===== src/rtl/ahb_pkg.sv =====
// Shared types and constants for the AHB line master.
// Word width and line-offset helper derived from words per line.
package ahb_pkg;

  typedef enum logic [1:0] {
    IDLE = 2'd0,
    XFER = 2'd1,
    DONE = 2'd2
  } ahb_mst_state_t;

  localparam int WORD_W = 32;

  function automatic int line_off_w(input int lw);
    return $clog2(lw) + 2;
  endfunction

endpackage


===== src/rtl/ahb_line_master_if.sv =====
// Cache-side request/response and AHB-lite beat signals.
// master: the line master's view; slave: cache plus memory view.
interface ahb_line_master_if #(
  parameter int LINE_WORDS = 4
);

  logic                     req_valid;
  logic                     req_ready;
  logic                     req_write;
  logic                     req_single;
  logic [31:0]              req_addr;
  logic [32*LINE_WORDS-1:0] req_wdata;
  logic                     resp_valid;
  logic [32*LINE_WORDS-1:0] resp_rdata;
  logic                     HREQUEST;
  logic [31:0]              HADDR;
  logic                     HWRITE;
  logic [31:0]              HWDATA;
  logic [31:0]              HRDATA;
  logic                     HREADY;

  modport master (
    input  req_valid, req_write, req_single,
    input  req_addr, req_wdata,
    input  HRDATA, HREADY,
    output req_ready, resp_valid, resp_rdata,
    output HREQUEST, HADDR, HWRITE, HWDATA
  );

  modport slave (
    output req_valid, req_write, req_single,
    output req_addr, req_wdata,
    output HRDATA, HREADY,
    input  req_ready, resp_valid, resp_rdata,
    input  HREQUEST, HADDR, HWRITE, HWDATA
  );

endinterface


===== src/rtl/ahb_line_master.sv =====
// Turns one cache request into ascending single-word AHB beats.
// Collects read data and returns it in a one-cycle response.
module ahb_line_master
  import ahb_pkg::*;
#(
  parameter int LINE_WORDS = 4
) (
  input logic               HCLK,
  input logic               HRESETn,
  ahb_line_master_if.master bus
);

  localparam int OFFW   = $clog2(LINE_WORDS);
  localparam int LOFF   = line_off_w(LINE_WORDS);
  localparam int LINE_W = WORD_W * LINE_WORDS;

  localparam logic [1:0] S_IDLE = IDLE;
  localparam logic [1:0] S_XFER = XFER;
  localparam logic [1:0] S_DONE = DONE;

  localparam logic [OFFW-1:0] LAST = OFFW'(LINE_WORDS - 1);

  logic [1:0]        state;
  logic              wr_q;
  logic              single_q;
  logic [31-LOFF:0]  base_q;
  logic [OFFW-1:0]   sidx_q;
  logic [OFFW-1:0]   cnt;
  logic [LINE_W-1:0] wdata_q;

  logic [OFFW-1:0]   idx;
  logic [OFFW-1:0]   nidx;
  logic [OFFW-1:0]   fidx;
  logic              last;
  logic              unused_ok;

  always_comb begin
    idx  = single_q ? sidx_q : cnt;
    nidx = cnt + OFFW'(1);
    last = single_q || (cnt == LAST);
    fidx = bus.req_single ? bus.req_addr[LOFF-1:2] : '0;
  end

  // byte offset within a word never reaches the bus
  assign unused_ok = &{1'b0, bus.req_addr[1:0]};

  always_ff @(posedge HCLK or negedge HRESETn) begin
    if (!HRESETn) begin
      state           <= S_IDLE;
      wr_q            <= 1'b0;
      single_q        <= 1'b0;
      base_q          <= '0;
      sidx_q          <= '0;
      cnt             <= '0;
      wdata_q         <= '0;
      bus.req_ready   <= 1'b1;
      bus.resp_valid  <= 1'b0;
      bus.resp_rdata  <= '0;
      bus.HREQUEST    <= 1'b0;
      bus.HADDR       <= '0;
      bus.HWRITE      <= 1'b0;
      bus.HWDATA      <= '0;
    end else begin
      unique case (state)
        S_IDLE: begin
          if (bus.req_valid) begin
            state          <= S_XFER;
            wr_q           <= bus.req_write;
            single_q       <= bus.req_single;
            base_q         <= bus.req_addr[31:LOFF];
            sidx_q         <= bus.req_addr[LOFF-1:2];
            cnt            <= '0;
            wdata_q        <= bus.req_wdata;
            bus.resp_rdata <= '0;
            bus.req_ready  <= 1'b0;
            bus.HREQUEST   <= 1'b1;
            bus.HWRITE     <= bus.req_write;
            bus.HADDR      <= {bus.req_addr[31:LOFF], fidx, 2'b00};
            bus.HWDATA     <= bus.req_wdata[{fidx, 5'd0} +: WORD_W];
          end
        end
        S_XFER: begin
          if (bus.HREADY) begin
            if (!wr_q) begin
              bus.resp_rdata[{idx, 5'd0} +: WORD_W] <= bus.HRDATA;
            end
            cnt <= nidx;
            if (last) begin
              state          <= S_DONE;
              bus.HREQUEST   <= 1'b0;
              bus.HWRITE     <= 1'b0;
              bus.HADDR      <= '0;
              bus.HWDATA     <= '0;
              bus.resp_valid <= 1'b1;
            end else begin
              bus.HADDR  <= {base_q, nidx, 2'b00};
              bus.HWDATA <= wdata_q[{nidx, 5'd0} +: WORD_W];
            end
          end
        end
        S_DONE: begin
          state          <= S_IDLE;
          bus.resp_valid <= 1'b0;
          bus.req_ready  <= 1'b1;
        end
        default: state <= S_IDLE;
      endcase
    end
  end

endmodule

===== src/flat_wrapper.sv =====
// flat-port wrapper written by rule: the top's interface ports become plain ports
module ahb_line_master_flat import ahb_pkg::*;
#(
  parameter int LINE_WORDS = 4
)
  (HCLK, HRESETn, bus_req_valid, bus_req_write, bus_req_single, bus_req_addr, bus_req_wdata, bus_HRDATA, bus_HREADY, bus_req_ready, bus_resp_valid, bus_resp_rdata, bus_HREQUEST, bus_HADDR, bus_HWRITE, bus_HWDATA);
  ahb_line_master_if #(.LINE_WORDS(LINE_WORDS)) bus_i ();
  input logic HCLK;
  input logic HRESETn;
  input wire logic [$bits(bus_i.req_valid)-1:0] bus_req_valid;
  input wire logic [$bits(bus_i.req_write)-1:0] bus_req_write;
  input wire logic [$bits(bus_i.req_single)-1:0] bus_req_single;
  input wire logic [$bits(bus_i.req_addr)-1:0] bus_req_addr;
  input wire logic [$bits(bus_i.req_wdata)-1:0] bus_req_wdata;
  input wire logic [$bits(bus_i.HRDATA)-1:0] bus_HRDATA;
  input wire logic [$bits(bus_i.HREADY)-1:0] bus_HREADY;
  output wire logic [$bits(bus_i.req_ready)-1:0] bus_req_ready;
  output wire logic [$bits(bus_i.resp_valid)-1:0] bus_resp_valid;
  output wire logic [$bits(bus_i.resp_rdata)-1:0] bus_resp_rdata;
  output wire logic [$bits(bus_i.HREQUEST)-1:0] bus_HREQUEST;
  output wire logic [$bits(bus_i.HADDR)-1:0] bus_HADDR;
  output wire logic [$bits(bus_i.HWRITE)-1:0] bus_HWRITE;
  output wire logic [$bits(bus_i.HWDATA)-1:0] bus_HWDATA;
  assign bus_i.req_valid = bus_req_valid;
  assign bus_i.req_write = bus_req_write;
  assign bus_i.req_single = bus_req_single;
  assign bus_i.req_addr = bus_req_addr;
  assign bus_i.req_wdata = bus_req_wdata;
  assign bus_i.HRDATA = bus_HRDATA;
  assign bus_i.HREADY = bus_HREADY;
  assign bus_req_ready = bus_i.req_ready;
  assign bus_resp_valid = bus_i.resp_valid;
  assign bus_resp_rdata = bus_i.resp_rdata;
  assign bus_HREQUEST = bus_i.HREQUEST;
  assign bus_HADDR = bus_i.HADDR;
  assign bus_HWRITE = bus_i.HWRITE;
  assign bus_HWDATA = bus_i.HWDATA;
  ahb_line_master #(.LINE_WORDS(LINE_WORDS)) u_core (.HCLK(HCLK), .HRESETn(HRESETn), .bus(bus_i));
endmodule

===== config.mk =====
export PLATFORM = sky130hd
export DESIGN_NAME = ahb_line_master_flat
export DESIGN_NICKNAME = d
export VERILOG_FILES = /design/src/rtl/ahb_pkg.sv /design/src/rtl/ahb_line_master_if.sv /design/src/rtl/ahb_line_master.sv /design/src/flat_wrapper.sv
export SDC_FILE = /design/constraint.sdc
export NUM_CORES = 1
export LEC_CHECK = 0
export ABC_AREA = 1
export CAP_MARGIN = 30
export CORE_MARGIN = 3
export CORE_UTILIZATION = 40
export DETAILED_ROUTE_END_ITERATION = 8
export GPL_TIMING_DRIVEN = 0
export PLACE_DENSITY_LB_ADDON = 0.3
export REMOVE_ABC_BUFFERS = 1
export SYNTH_ARGS = -nofsm -noshare
export SYNTH_HDL_FRONTEND = slang
export SYNTH_SLANG_ARGS = --single-unit

===== constraint.sdc =====
create_clock -name HCLK -period 4.37 [get_ports HCLK]
set_clock_uncertainty 0.2 [all_clocks]
set_input_delay 0.874 -clock HCLK [delete_from_list [all_inputs] [get_ports HCLK]]
set_output_delay 0.874 -clock HCLK [all_outputs]
set_load 0.02 [all_outputs]

==> results of run 1 <==
state kept, by name, indices dropped and copies added (netlist names):
name	count
u_core.state	2
u_core.bus.HADDR	30
u_core.sidx_q	2
u_core.bus.HREQUEST	1
u_core.wr_q	1
u_core.base_q	28
u_core.single_q	1
u_core.bus.resp_valid	1
u_core.bus.resp_rdata	128
u_core.bus.req_ready	1
u_core.wdata_q	128
u_core.cnt	2
u_core.bus.HWDATA	32
u_core.bus.HWRITE	1
stage by stage:
step / setup WS (ps) / hold slack (ps) / TNS, ps
2_1_floorplan: -2352 / 241.4 / -339580
3_3_place_gp: -13780 / 255.5 / -6188760
3_5_place_dp: -510.1 / 258.9 / -15780
4_1_cts: 67.33 / 89.08 / 0
5_1_grt: 87.86 / 115.6 / 0
6_report: 345.0 / 83.82 / 0
synth_stat cells (2+ instances only):
| library cell | count |
|---|---|
| buf_4 | 4 |
| dfrtp_1 | 357 |
| ha_1 | 6 |
| a21oi_1 | 2 |
| inv_1 | 174 |
| clkinv_1 | 2 |
| nor2_1 | 100 |
| nand2_1 | 1000 |
| buf_1 | 15 |
| nand2_4 | 5 |
| o21ai_0 | 134 |
| nor2_4 | 2 |
| inv_2 | 4 |
| o21ai_2 | 2 |
| o21ai_1 | 92 |
| buf_6 | 7 |
| clkbuf_1 | 67 |
| nand3_1 | 230 |
| buf_2 | 59 |
| a31oi_1 | 28 |
where the power goes:
part	internal, mW	switching [mW]	total (mW)
Clock	2.00	1.39	3.38
Sequential	4.56	0.805	5.37
Combinational	2.50	4.53	7.03
cells by family after synthesis:
family                   after synthesis
other                                  1
flip-flops                           358
AND/OR/NAND/NOR                     1342
AO/OA/AOI/OAI                        262
adder cells (fa/ha/maj)                6
buffers and inverters                332
area by class of cell:
class,instances,area (µm²)
Antenna cell,4,10.01
Clock buffer,61,1191
Clock inverter,11,115.1
Fill cell,3913,19380
Inverter,180,678.2
Multi-Input combinational cell,1613,6907
Sequential cell,358,8964
Tap cell,539,674.4
Timing Repair Buffer,407,4304
path summary, 6_finish.rpt:
path | depth (start not counted) | start | slack (ps) | endpoint
max reg2reg | 8 | u_core.cnt[0]$_DFFE_PN0P_ | 340 | u_core.bus.resp_rdata[55]$_DFFE_PN0P_
max in group asynchronous | 3 | HRESETn | 2610 | u_core.cnt[0]$_DFFE_PN0P_
max | 8 | u_core.cnt[0]$_DFFE_PN0P_ | 340 | u_core.bus.resp_rdata[55]$_DFFE_PN0P_
min in group HCLK | 2 | u_core.bus.resp_rdata[4]$_DFFE_PN0P_ | 270 | u_core.bus.resp_rdata[4]$_DFFE_PN0P_
min reg2reg | 2 | u_core.bus.resp_rdata[4]$_DFFE_PN0P_ | 270 | u_core.bus.resp_rdata[4]$_DFFE_PN0P_
min | 1 | HRESETn | 80 | u_core.bus.resp_rdata[3]$_DFFE_PN0P_
routing by layer:
| layer | track usage | vias up | part of all wire |
|---|---|---|---|
| li1 | - | 7788 | - |
| met1 | 0.3065 | 7708 | 0.41 |
| met2 | 0.3808 | 685 | 0.46 |
| met3 | 0.05867 | 124 | 0.088 |
| met4 | 0.09708 | 14 | 0.034 |
| met5 | 0 | - | 0.0019 |
worst register-to-register path, cell delays in order (launching register included):
cell	delay [ps]
dfrtp_4	1000
nand2_1	180
nand2_1	280
inv_1	400
ha_1	520
nand2_1	170
nor2_4	720
nand2_1	290
o21ai_1	180
==> impl_results.md, run 1 <==
- Run status: completed
- Number of enable flip-flop cells after synthesis: 0
- Dpl hpwl: 34610 µm
- Largest family of logic cells by synthesized area: simple AND/OR/NAND/NOR gates
- Core Rows: 75
- Maxcap violations: 0
- Global-route wire length before repair: 85330 µm
- Critical path required time: 4640 ps
- Final Cycle Share: 0.9211
- Synth warn: 0
- Largest stage delay, worst path: 1000 ps
- Final Hold Vio Count: 0
- Most frequent cells in the layout: nand2_1, clkdlybuf4s50_1, dfrtp_1
- # nets final: 2804
- Leakage: 11.11 nW
- Via count: 16320
- Placed cell count: 3095
- Crit Path Category: flop to flop
- Startpoint Class: flop
- First-pass DRT Iterations: 5
- Area share of the largest cell type after synthesis: 0.5195
- Synth top area cells: dfrtp_1, nand2_1, nand3_1
- Crit path time final: 4025 ps
- Slowest CP cell: dfrtp_4
- CTS Buf Count: 40
- Post-Synth Adder-Cell Area: 0.004366
- H-tree depth: 2
- CP arrival: 4290 ps
- PwrDens: 690.8 nW/µm²
- Commonest non-fill, non-tap cell in the layout: nand2_1
- Final WL: 54830 µm
- Core area: 42230 µm²
- Layout cell share with drive strength beyond 1: 0.04335
- Initial antenna violation count: 9
- Starting Density: 0.4072
- Area delta synth->final: 32.85%
- Mean routed wirelength per cell: 17.28 µm
- Xor/xnor cell area share of the yosys netlist: 0
- I/O Pins: 394
- Vias in the first global route: 15730
- Area leader, netlist: dfrtp_1
- Flops & latches, synth: 358
- Synth Area in Simple Gates: 0.3139
- Unique masters post-synth: 31
- Hold Path Class: input port to async pin
- Max-slew violation count: 0
- Gate Count Post-Synth: 2301
- Rel. slew slack: 0.3287
- Worst path bufs/invs: 1
- Max clock buf depth: 3
- Clock transition at the registers of the reported paths: 60 ps
- Worst-Skew Late Latency: 560 ps
- Critical path's top delay family: simple AND/OR/NAND/NOR gates
- Synth Area in Compound Gates: 0.07975
- Async set-or-reset flop fraction in the synthesized netlist: 1.000
- Routability cong.: 0.8244
- Vias per std cell: 5.143
- Core Util, Final: 0.5409
- DRC errors left: 0
- Iter 0 DRT Violations: 1440
- Crit-path max FO: 69
- Post-CTS resize count: 0
- Die ar.: 45510 µm²
- Chip Width: 213.3 µm
- Sequential share of the synthesized area: 0.5211
- Largest net degree at the start of global routing: 118
- RSZ-0062 raised after global routing: no
- Cell mode on critical path: nand2_1
- Finished Layout Cells: 3173
- DRT antenna net count: 0
- TritonCTS clock tree: done
- # setup viols final: 0
- Clock root cell: clkbuf_16
- Syn avg cell area: 7.473 µm²
- VDD IR max: 0.4842 mV
- Post-Syn Area: 17200 µm²
- Total Power: 15.78 mW
- Total track usage: 0.2360
- Grt ovf: 0
- F_max: 248.4 MHz
- Postcts setup bufs: 0
- Finished Cell Area: 22840 µm²
- Buffers on Ports: 389
- Top_reg_cell synth: dfrtp_1
- CTS Hold Bufs: 0
- CTS sink count: 358
- Mux share of post-synthesis cell area: 0
- DP Area: 21510 µm²
- CP Cell Sequence: nand2_1, nand2_1, inv_1, ha_1, nand2_1, nor2_4, nand2_1, o21ai_1
- Die Ht: 213.3 µm
- Worst-Margin Slew: 1006 ps
- Kind of end point of the critical path: flop
(Power assumes the default switching activity.)
==> inputs of run 2 (changes only) <==
Settings changed: CORE_MARGIN 3 to unset.
==> impl_results.md, run 2 (synthesis gave the netlist of run 1 again) <==
- I/O Pins: 394
- # nets final: 2803
- Hold Path Class: input port to async pin
- # setup viols final: 0
- DR top layer: met5
- Area delta synth->final: 32.93%
- Max clock buf depth: 3
- TritonCTS clock tree: done
- F_max: 246.8 MHz
- Total track usage: 0.2481
- Most frequent cells in the layout: nand2_1, clkdlybuf4s50_1, dfrtp_1
- Rel. slew slack: 0.3563
- Finished Cell Area: 22860 µm²
- Max-slew violation count: 0
- DRC errors left: 0
- Clock transition at the registers of the reported paths: 60 ps
- Routability cong.: 0.8517
- Vias per std cell: 5.170
- # fillers: 3969
- Area of the multi-input gates: 6900 µm²
- Chip Width: 209.3 µm
- DP Area: 21520 µm²
- Global-route wire length before repair: 85980 µm
- Critical path required time: 4600 ps
- Final Cycle Share: 0.9273
- Mean routed wirelength per cell: 17.13 µm
- Crit Path Category: input port to flop
- Grt ovf: 0
- Worst-Margin Slew: 963.2 ps
- Total Power: 15.83 mW
- Final Hold Vio Count: 0
- Via count: 16370
- CTS Hold Bufs: 0
- First-pass DRT Iterations: 6
- Core Rows: 75
- Layout cell share with drive strength beyond 1: 0.04229
- Die Ht: 209.3 µm
- Met2 routed WL: 25020 µm
- Worst-Skew Late Latency: 560 ps
- Starting Density: 0.4081
- Startpoint Class: input port
- WL met3: 4702 µm
- Iter 0 DRT Violations: 1507
- CTS Buf Count: 41
- Leakage: 11.12 nW
- CP arrival: 4290 ps
- Core Util, Final: 0.5425
- Buffers on Ports: 389
- Commonest non-fill, non-tap cell in the layout: nand2_1
- Crit path time final: 4052 ps
- Top flop regs: u_core.bus.resp_rdata (128), u_core.wdata_q (128), u_core.bus.HWDATA (32)
- Dpl hpwl: 33910 µm
- PwrDens: 692.6 nW/µm²
- Crit-path max FO: 75
- Initial antenna violation count: 11
- Vias in the first global route: 15830
- Final WL: 54220 µm
- Sequential Area: 8964 µm²
- Largest net degree at the start of global routing: 117
- Core area: 42130 µm²
- WL met1: 22740 µm
- Postcts setup bufs: 0
- VDD IR max: 0.4325 mV
- CTS sink count: 358
- Run status: completed
- RSZ-0062 raised after global routing: no
- Kind of end point of the critical path: flop
- Clock root cell: clkbuf_16
- H-tree depth: 2
- Die ar.: 43820 µm²
- Maxcap violations: 0
- DRT antenna net count: 0
## run 2: per-layer routing
| metal | vias to the layer above | global-route usage |
|---|---|---|
| met3 | 118 | 0.05566 |
| met4 | 18 | 0.1017 |
| met5 | - | 0 |
| met1 | 7704 | 0.3274 |
| li1 | 7783 | - |
| met2 | 746 | 0.3949 |
## run 2: path summary, 6_finish.rpt
path                                                       start                                    end  slack [ps]  cells after the start
min in group HCLK          u_core.bus.resp_rdata[17]$_DFFE_PN0P_  u_core.bus.resp_rdata[17]$_DFFE_PN0P_         270                      2
setup / recovery                                   bus_req_valid   u_core.bus.resp_rdata[2]$_DFFE_PN0P_         320                      9
setup reg to reg                       u_core.cnt[0]$_DFFE_PN0P_   u_core.bus.resp_rdata[2]$_DFFE_PN0P_         370                      9
hold / removal                                           HRESETn  u_core.bus.resp_rdata[71]$_DFFE_PN0P_          40                      1
max in group asynchronous                                HRESETn         u_core.wdata_q[32]$_DFFE_PN0P_        2560                      3
hold reg to reg            u_core.bus.resp_rdata[17]$_DFFE_PN0P_  u_core.bus.resp_rdata[17]$_DFFE_PN0P_         270                      2
## run 2: cell type report
type / instances / area share
inverters: 180 / 0.02967
repair buffers: 406 / 0.1882
flip-flops and latches: 358 / 0.3922
clock inverters: 8 / 0.004379
clock buffers: 61 / 0.05397
well taps: 539 / 0.02951
diodes: 2 / 0.0002190
multi-input cells: 1612 / 0.3019
## run 2: what timing repair did
action / CTS / global route
resized for setup: 0 / 0
endpoints found under the hold margin: 0 / 0
setup endpoints to repair: 0 / 2
## run 2: where the power goes
| group | switching, mW | internal, mW | total, mW | leakage [nW] |
|---|---|---|---|---|
| logic | 4.52 | 2.51 | 7.02 | 5.84 |
| clock network | 1.38 | 2.06 | 3.44 | 0.654 |
| registers | 0.807 | 4.56 | 5.37 | 4.62 |
## run 2: worst max-delay path: stages
cell and delay (ps):
clkdlybuf4s50_1 510, nand3_4 300, buf_16 330, nand2_4 490
nand2_1 220, nor2_4 750, inv_2 530, nand2_1 180
nand2_1 60
## run 2: per-stage QoR
| step | hold WS [ps] | setup slack [ps] | setup TNS, ps | cells |
|---|---|---|---|---|
| 2_1_floorplan | 241.4 | -2352 | -339580 | 2150 |
| 3_3_place_gp | 254.5 | -13770 | -6181040 | 3078 |
| 3_5_place_dp | 259.4 | -290.7 | -8816 | 3095 |
| 4_1_cts | 25.18 | 243.5 | 0 | 3164 |
| 5_1_grt | 55.47 | 15.53 | 0 | 3166 |
| 6_report | 35.83 | 317.7 | 0 | 3166 |
